## config.mk

```make
export PLATFORM = sky130hd
export DESIGN_NAME = serial_adder_ctrl
export DESIGN_NICKNAME = d
export VERILOG_FILES = /design/src/rtl/serial_adder_ctrl.sv
export SDC_FILE = /design/constraint.sdc
export NUM_CORES = 1
export LEC_CHECK = 0
export BUFFER_PORTS_ARGS = -buffer_cell sky130_fd_sc_hd__buf_2
export CAP_MARGIN = 20
export CORE_MARGIN = 10
export CORE_UTILIZATION = 54
export CTS_CLUSTER_SIZE = 25
export DETAILED_ROUTE_END_ITERATION = 12
export PLACE_DENSITY = 0.79
export SETUP_SLACK_MARGIN = 0.2
export SLEW_MARGIN = 10
export SYNTH_ARGS = -nofsm -noshare
export SYNTH_HDL_FRONTEND = slang
export SYNTH_SLANG_ARGS = --single-unit
```

## constraint.sdc

```tcl
create_clock -name clk -period 1.73 [get_ports clk]
set_clock_uncertainty 0.1 [all_clocks]
set_input_delay 0.173 -clock clk [delete_from_list [all_inputs] [get_ports clk]]
set_output_delay 0.173 -clock clk [all_outputs]
set_load 0.05 [all_outputs]
```

## src/rtl/serial_adder_ctrl.sv

```systemverilog
// Bit-serial add/subtract sequencer: one MUX-based full-adder cell, LSB first, WIDTH+1 cycles per op.
// Optional signed-overflow output enabled by defining SERIAL_ADDER_OVF_EN.

module fa_mux (
  input  logic a,
  input  logic b,
  input  logic cin,
  output logic s,
  output logic cout
);
  logic p;

  assign p    = a ^ b;
  // Propagate selects between inverted/true propagate for sum, and between cin/a for carry.
  assign s    = cin ? ~p : p;
  assign cout = p ? cin : a;
endmodule

module serial_adder_ctrl #(
  parameter int WIDTH = 8
) (
  input  logic             clk,
  input  logic             rst,
  input  logic             start,
  input  logic             sub,
  input  logic [WIDTH-1:0] a_in,
  input  logic [WIDTH-1:0] b_in,
  input  logic             cin,
  output logic             busy,
  output logic             done,
  output logic [WIDTH-1:0] sum,
`ifdef SERIAL_ADDER_OVF_EN
  output logic             overflow,
`endif
  output logic             cout
);
  localparam int CW = (WIDTH > 1) ? $clog2(WIDTH) : 1;

  typedef enum logic [1:0] {IDLE, RUN, DONE} state_t;

  state_t           state_reg, state_next;
  logic [WIDTH-1:0] a_sr_reg, b_sr_reg, acc_reg, sum_reg;
  logic             carry_reg, cout_reg;
  logic [CW-1:0]    cnt_reg;
  logic             bit_s, bit_c, last_bit;

  fa_mux u_fa (
    .a    (a_sr_reg[0]),
    .b    (b_sr_reg[0]),
    .cin  (carry_reg),
    .s    (bit_s),
    .cout (bit_c)
  );

  assign last_bit = (cnt_reg == CW'(WIDTH - 1));

  always_ff @(posedge clk) begin
    if (rst) state_reg <= IDLE;
    else     state_reg <= state_next;
  end

  always_comb begin
    state_next = state_reg;
    case (state_reg)
      IDLE:    if (start) state_next = RUN;
      RUN:     if (last_bit) state_next = DONE;
      DONE:    state_next = IDLE;
      default: state_next = IDLE;
    endcase
  end

  always_ff @(posedge clk) begin
    if (rst) begin
      a_sr_reg  <= '0;
      b_sr_reg  <= '0;
      acc_reg   <= '0;
      sum_reg   <= '0;
      carry_reg <= 1'b0;
      cout_reg  <= 1'b0;
      cnt_reg   <= '0;
    end else begin
      case (state_reg)
        IDLE: begin
          if (start) begin
            // Subtraction is A + ~B + 1, so the incoming cin is replaced by 1.
            a_sr_reg  <= a_in;
            b_sr_reg  <= sub ? ~b_in : b_in;
            carry_reg <= sub ? 1'b1 : cin;
            cnt_reg   <= '0;
            acc_reg   <= '0;
          end
        end
        RUN: begin
          a_sr_reg  <= {1'b0, a_sr_reg[WIDTH-1:1]};
          b_sr_reg  <= {1'b0, b_sr_reg[WIDTH-1:1]};
          acc_reg   <= {bit_s, acc_reg[WIDTH-1:1]};
          carry_reg <= bit_c;
          cnt_reg   <= cnt_reg + CW'(1);
          if (last_bit) begin
            sum_reg  <= {bit_s, acc_reg[WIDTH-1:1]};
            cout_reg <= bit_c;
          end
        end
        default: ;
      endcase
    end
  end

`ifdef SERIAL_ADDER_OVF_EN
  logic ovf_reg;

  // On the last bit carry_reg is the carry into the MSB and bit_c the carry out of it.
  always_ff @(posedge clk) begin
    if (rst)                             ovf_reg <= 1'b0;
    else if (state_reg == RUN && last_bit) ovf_reg <= carry_reg ^ bit_c;
  end

  assign overflow = ovf_reg;
`endif

  assign busy = (state_reg != IDLE);
  assign done = (state_reg == DONE);
  assign sum  = sum_reg;
  assign cout = cout_reg;
endmodule

```

== Yosys cells after proc, flatten, opt, wreduce, memory -nomap -nowiden ==
Cells that the tools add are included.
Cells by class
  shift operators: 0
  divide/modulo/power cells: 0
  multiply operators: 0
  muxes and demuxes: 17
  bitwise operators: 3
  $add $sub $neg: 1
  reductions and logical operators: 6
  order comparisons: 0
  equal/unequal tests: 5
Operators with widths (number)
  one-hot mux 8 bit (2 select lines): 3
  2-to-1 mux 8 bit: 4
  inverter 8 bit: 1
  one-hot mux 3 bit (2 select lines): 1
  AND reduction 2 bit: 3
  2-to-1 mux 1 bit: 4
  2-to-1 mux 2 bit: 2
  inequality test 2 bit, second input constant: 2
  one-hot mux 2 bit (2 select lines): 1
  nonzero test 2 bit: 2
  adder 3 x 1 -> 3 bit, second input constant: 1
  equality test 3 bit, second input constant: 1
  2-to-1 mux 3 bit: 1
  equality test 2 x 1 -> 1 bit, second input constant: 1
  equality test 2 bit, second input constant: 1
  zero test 2 bit: 1
  one-hot mux 1 bit (2 select lines): 1
  inverter 1 bit: 1
  bitwise XOR 1 bit: 1
Storage, ports and cells
  ROM bits: 0
  bits in writable memories: 0
  latch bits: 0
  memories kept: 0
  output and inout port bits: 11
  bits in registers: 39

== Longest topological paths before layout ==
  word-level depth: 4
  gate-level depth with buffers: 6

== Cells and area by module ==
A second synthesis with hierarchy kept.
Unflattened totals
  cells, all modules: 178
  area total of the unflattened synthesis: 1685.4 um2
Modules (own cells, without submodules)
  serial_adder_ctrl: sequential area each 760.7 um2, times used 1, cells an instance 176, area each 1651.6 um2
  fa_mux: sequential area each 0.0 um2, times used 1, cells an instance 2, area each 33.8 um2

== Worst setup path before layout ==
Ideal clock, no wire load.
  path kind: register -> output
  start point: register state_reg[0]
  end point: output done
  arrival time: 1.302 ns
  data required time: 1.457 ns
  stages on the path, launching flop included: 4
  slack: 0.155 ns
  path through: dfxtp_1 -> buf_6 -> buf_8 -> nor2_1
Between the ends
  longest elaborated chain between the ends: 1
RTL lines
  from (decl): RTL line 41  | state_t state_reg, state_next;
  from (signal assigned): RTL line 59  | else state_reg <= state_next;
  equality test 2 bit: RTL line 122  | assign done = (state_reg == DONE);
  to (decl): RTL line 30  | output logic done,
Every way passes these cells.

== Worst setup path in the final report ==
  start point: register state_reg[0]
  end point: output busy
Between the ends
  longest elaborated chain between the ends: 1
RTL lines
  nonzero test 2 bit: RTL line 121  | assign busy = (state_reg != IDLE);
  to (decl): RTL line 29  | output logic busy,
Every way passes these cells.

==> results.toml <==
[setup_path]
end_kind = "output pin"
r2r-end = "cout$_SDFFE_PP0P_"
crit_fanout = 14
critPathRequiredTime_ns = 1.46
worstReg2RegStart = "cnt_reg[0]$_SDFFE_PP0P_"
critPathLaunchType = "flip-flop"
arrival_ns = 1.24
reg2regPathDepth = 5
crit_type = "reg2out"
r2r_slack_ns = 0.33
crit_start = "state_reg[0]$_SDFFE_PP0P_"

[floorplan]
core_sq_um = 3080
num_rows = 20
fp.dieH_microns = 76.9
initial_core_util_pct = 56.7
die_width_microns = 76.9
dieArea_sq_um = 5910
ios = 32

[clock_network]
cts.htree.levels = 2
cts_root_buf = "clkbuf_4"
clockBufferDepth = 2
numCtsBuffers = 5
cts_hold_buf = 0
numClockSinks = 38
tritoncts = "built"
cts.reportedPaths.clkPinSlew_ns = 0.11
clk_latency_ns = 0.34

[routing]
wl_per_cell_microns = 13.2
ant_nets = 0
vias = 1446
drt-initial-drc-count = 112
wirelength_microns = 3570
firstDrtPassIters = 4
routed_via_density = 5.36
drc = 0

[timing]
hold_viol = 0
timing.hold.ws_ns = 0.0612
setup_ws_ns = 0.220
period_share_pct = 87.3
slew_headroom_pct = 72.6
grt_setup_unrepaired = "true"
fin_setup_tns_ns = 0
max_freq_ghz = 0.662
fin_crit_ns = 1.51
setup_viol = 0
final_max_slew_viol_count = 0
worstMarginPinSlew_ns = 0.410

[yosys]
synth_flop_cell = "dfxtp_1"
syn_area_per_cell_sq_um = 8.91
synth_nets = 219
yosys_warnings = 0
ys_seq_area_share_pct = 43.6
ys_seq_elements = 38
async_flop_share_pct = 0
syn_inst = 196
synth_area_sq_um = 1750
synth_edf_count = 0
synth_cell_types = 39

[placed_design]
port_buffers = 31
dp_hpwl_microns = 2490
gp_congestion = 0.735
place_ws_ns = 0.252
placed_cells = 262

[cells_and_area]
multiInputGateArea_sq_um = 865
fillerInstances = 287
finalNonFillerCells = 270
drive_gt1_share_pct = 27.0
layout_common_cells = "36 x dfxtp_1, 29 x buf_2, 24 x nor2_1"
syn2layout_area_growth_pct = 14.5
final_nets = 248
final_common_cell = "dfxtp_1"
diodes = 0
seqCellArea_sq_um = 763

[global_route]
grt_pass1_wl_microns = 6170
grtUsageTotal_pct = 12.2
grt_antenna_before_repair = 0
grt_pass1_vias = 1405
grt_start_max_net_pins = 22
grt_overflow = 0

[outcome]
status = "finished clean"

[pwr]
power_leakage_nw = 0.820
power_per_cell_area_nw_per_um2 = 871
vdd_drop_max_uv = 672

[job]
maxCapViolations = 0

[worst_hold_path]
hold_path_depth = 3
hold_end = "a_sr_reg[4]$_SDFFE_PP0P_"
hp-class = "in2reg"
worstHoldStart = "a_in[4]"
[synth_stat cells, types with 3 or more instances]
cell | count | area share (%)
dfxtp_1 | 38 | 44
nor2_1 | 25 | 5.4
nand2_1 | 21 | 4.5
a21oi_1 | 16 | 4.6
a22oi_1 | 16 | 6.9
o21ai_0 | 9 | 2.6
nand3b_1 | 7 | 3.0
xor2_1 | 7 | 3.5
buf_2 | 6 | 1.7
inv_1 | 6 | 1.3
a211oi_1 | 4 | 1.7
o221a_2 | 4 | 2.6
clkbuf_1 | 3 | 0.64
o22ai_1 | 3 | 1.1
[where the power goes]
| part | switching, W | internal, W | leakage, nW |
|---|---|---|---|
| logic | 0.000117 | 0.000103 | 0.464 |
| clock network | 0.000282 | 0.000299 | 0.0450 |
| registers | 0.0000272 | 0.000913 | 0.311 |
| total | 0.000426 | 0.00131 | 0.820 |
[metal layers]
| metal | vias up | share of wire [%] | track usage (%) |
|---|---|---|---|
| met5 | - | 0 | 0 |
| met4 | 0 | 1.1 | 3.35 |
| met3 | 5 | 5.9 | 5.24 |
| met2 | 23 | 45 | 19.0 |
| met1 | 672 | 48 | 15.1 |
| li1 | 746 | - | - |
[worst max path at each step]
stage                                   end  slack (ns)  cells past startpoint
final                                  busy        0.22                      4
after global routing                   busy        0.12                      4
after global placement    cout$_SDFFE_PP0P_        0.32                      5
after CTS                              busy        0.19                      4
after detailed placement  cout$_SDFFE_PP0P_        0.25                      5
after floorplan                        done        0.38                      3
[cells by family (layout without fill, tap and decap cells)]
| group | Yosys count | count (layout) | synth area share (%) |
|---|---|---|---|
| AND/OR/NAND/NOR | 64 | 64 | 17.4 |
| XOR/XNOR | 9 | 9 | 5.37 |
| adder cells (fa/ha/maj) | 3 | 3 | 2.01 |
| buffers and inverters | 22 | 52 | 7.16 |
| flip-flops | 38 | 38 | 43.6 |
| AO/OA/AOI/OAI | 60 | 60 | 24.5 |
[per-stage QoR]
stage | power (W) | area [sq um] | util, %
after floorplan | 0.00112 | 1750 | -
after global placement | 0.00117 | 1910 | 61.9
after detailed placement | 0.00117 | 1910 | 61.9
after CTS | 0.00175 | 1990 | 64.8
after global routing | 0.00183 | 2000 | 65.0
final | 0.00174 | 2000 | 65.0
[layout make-up]
type                            count  share of cell area (%)
Clock inverter                      3                    2.00
Timing Repair Buffer               37                    10.6
Sequential cell                    38                    38.2
Inverter                            7                    1.31
Tap cell                           44                    2.75
Multi-Input combinational cell    136                    43.2
Clock buffer                        5                    1.88
[critical path: stages, from the launching register on]
cell and delay, ns:
dfxtp_2 0.39, buf_8 0.17, inv_2 0.08, nand2_1 0.06, buf_4 0.19
[repair_timing]
item,CTS,global route
resized for setup,5,3
endpoints found under the setup margin,2,11
setup buffers,0,0
(Power assumes the default switching activity.)
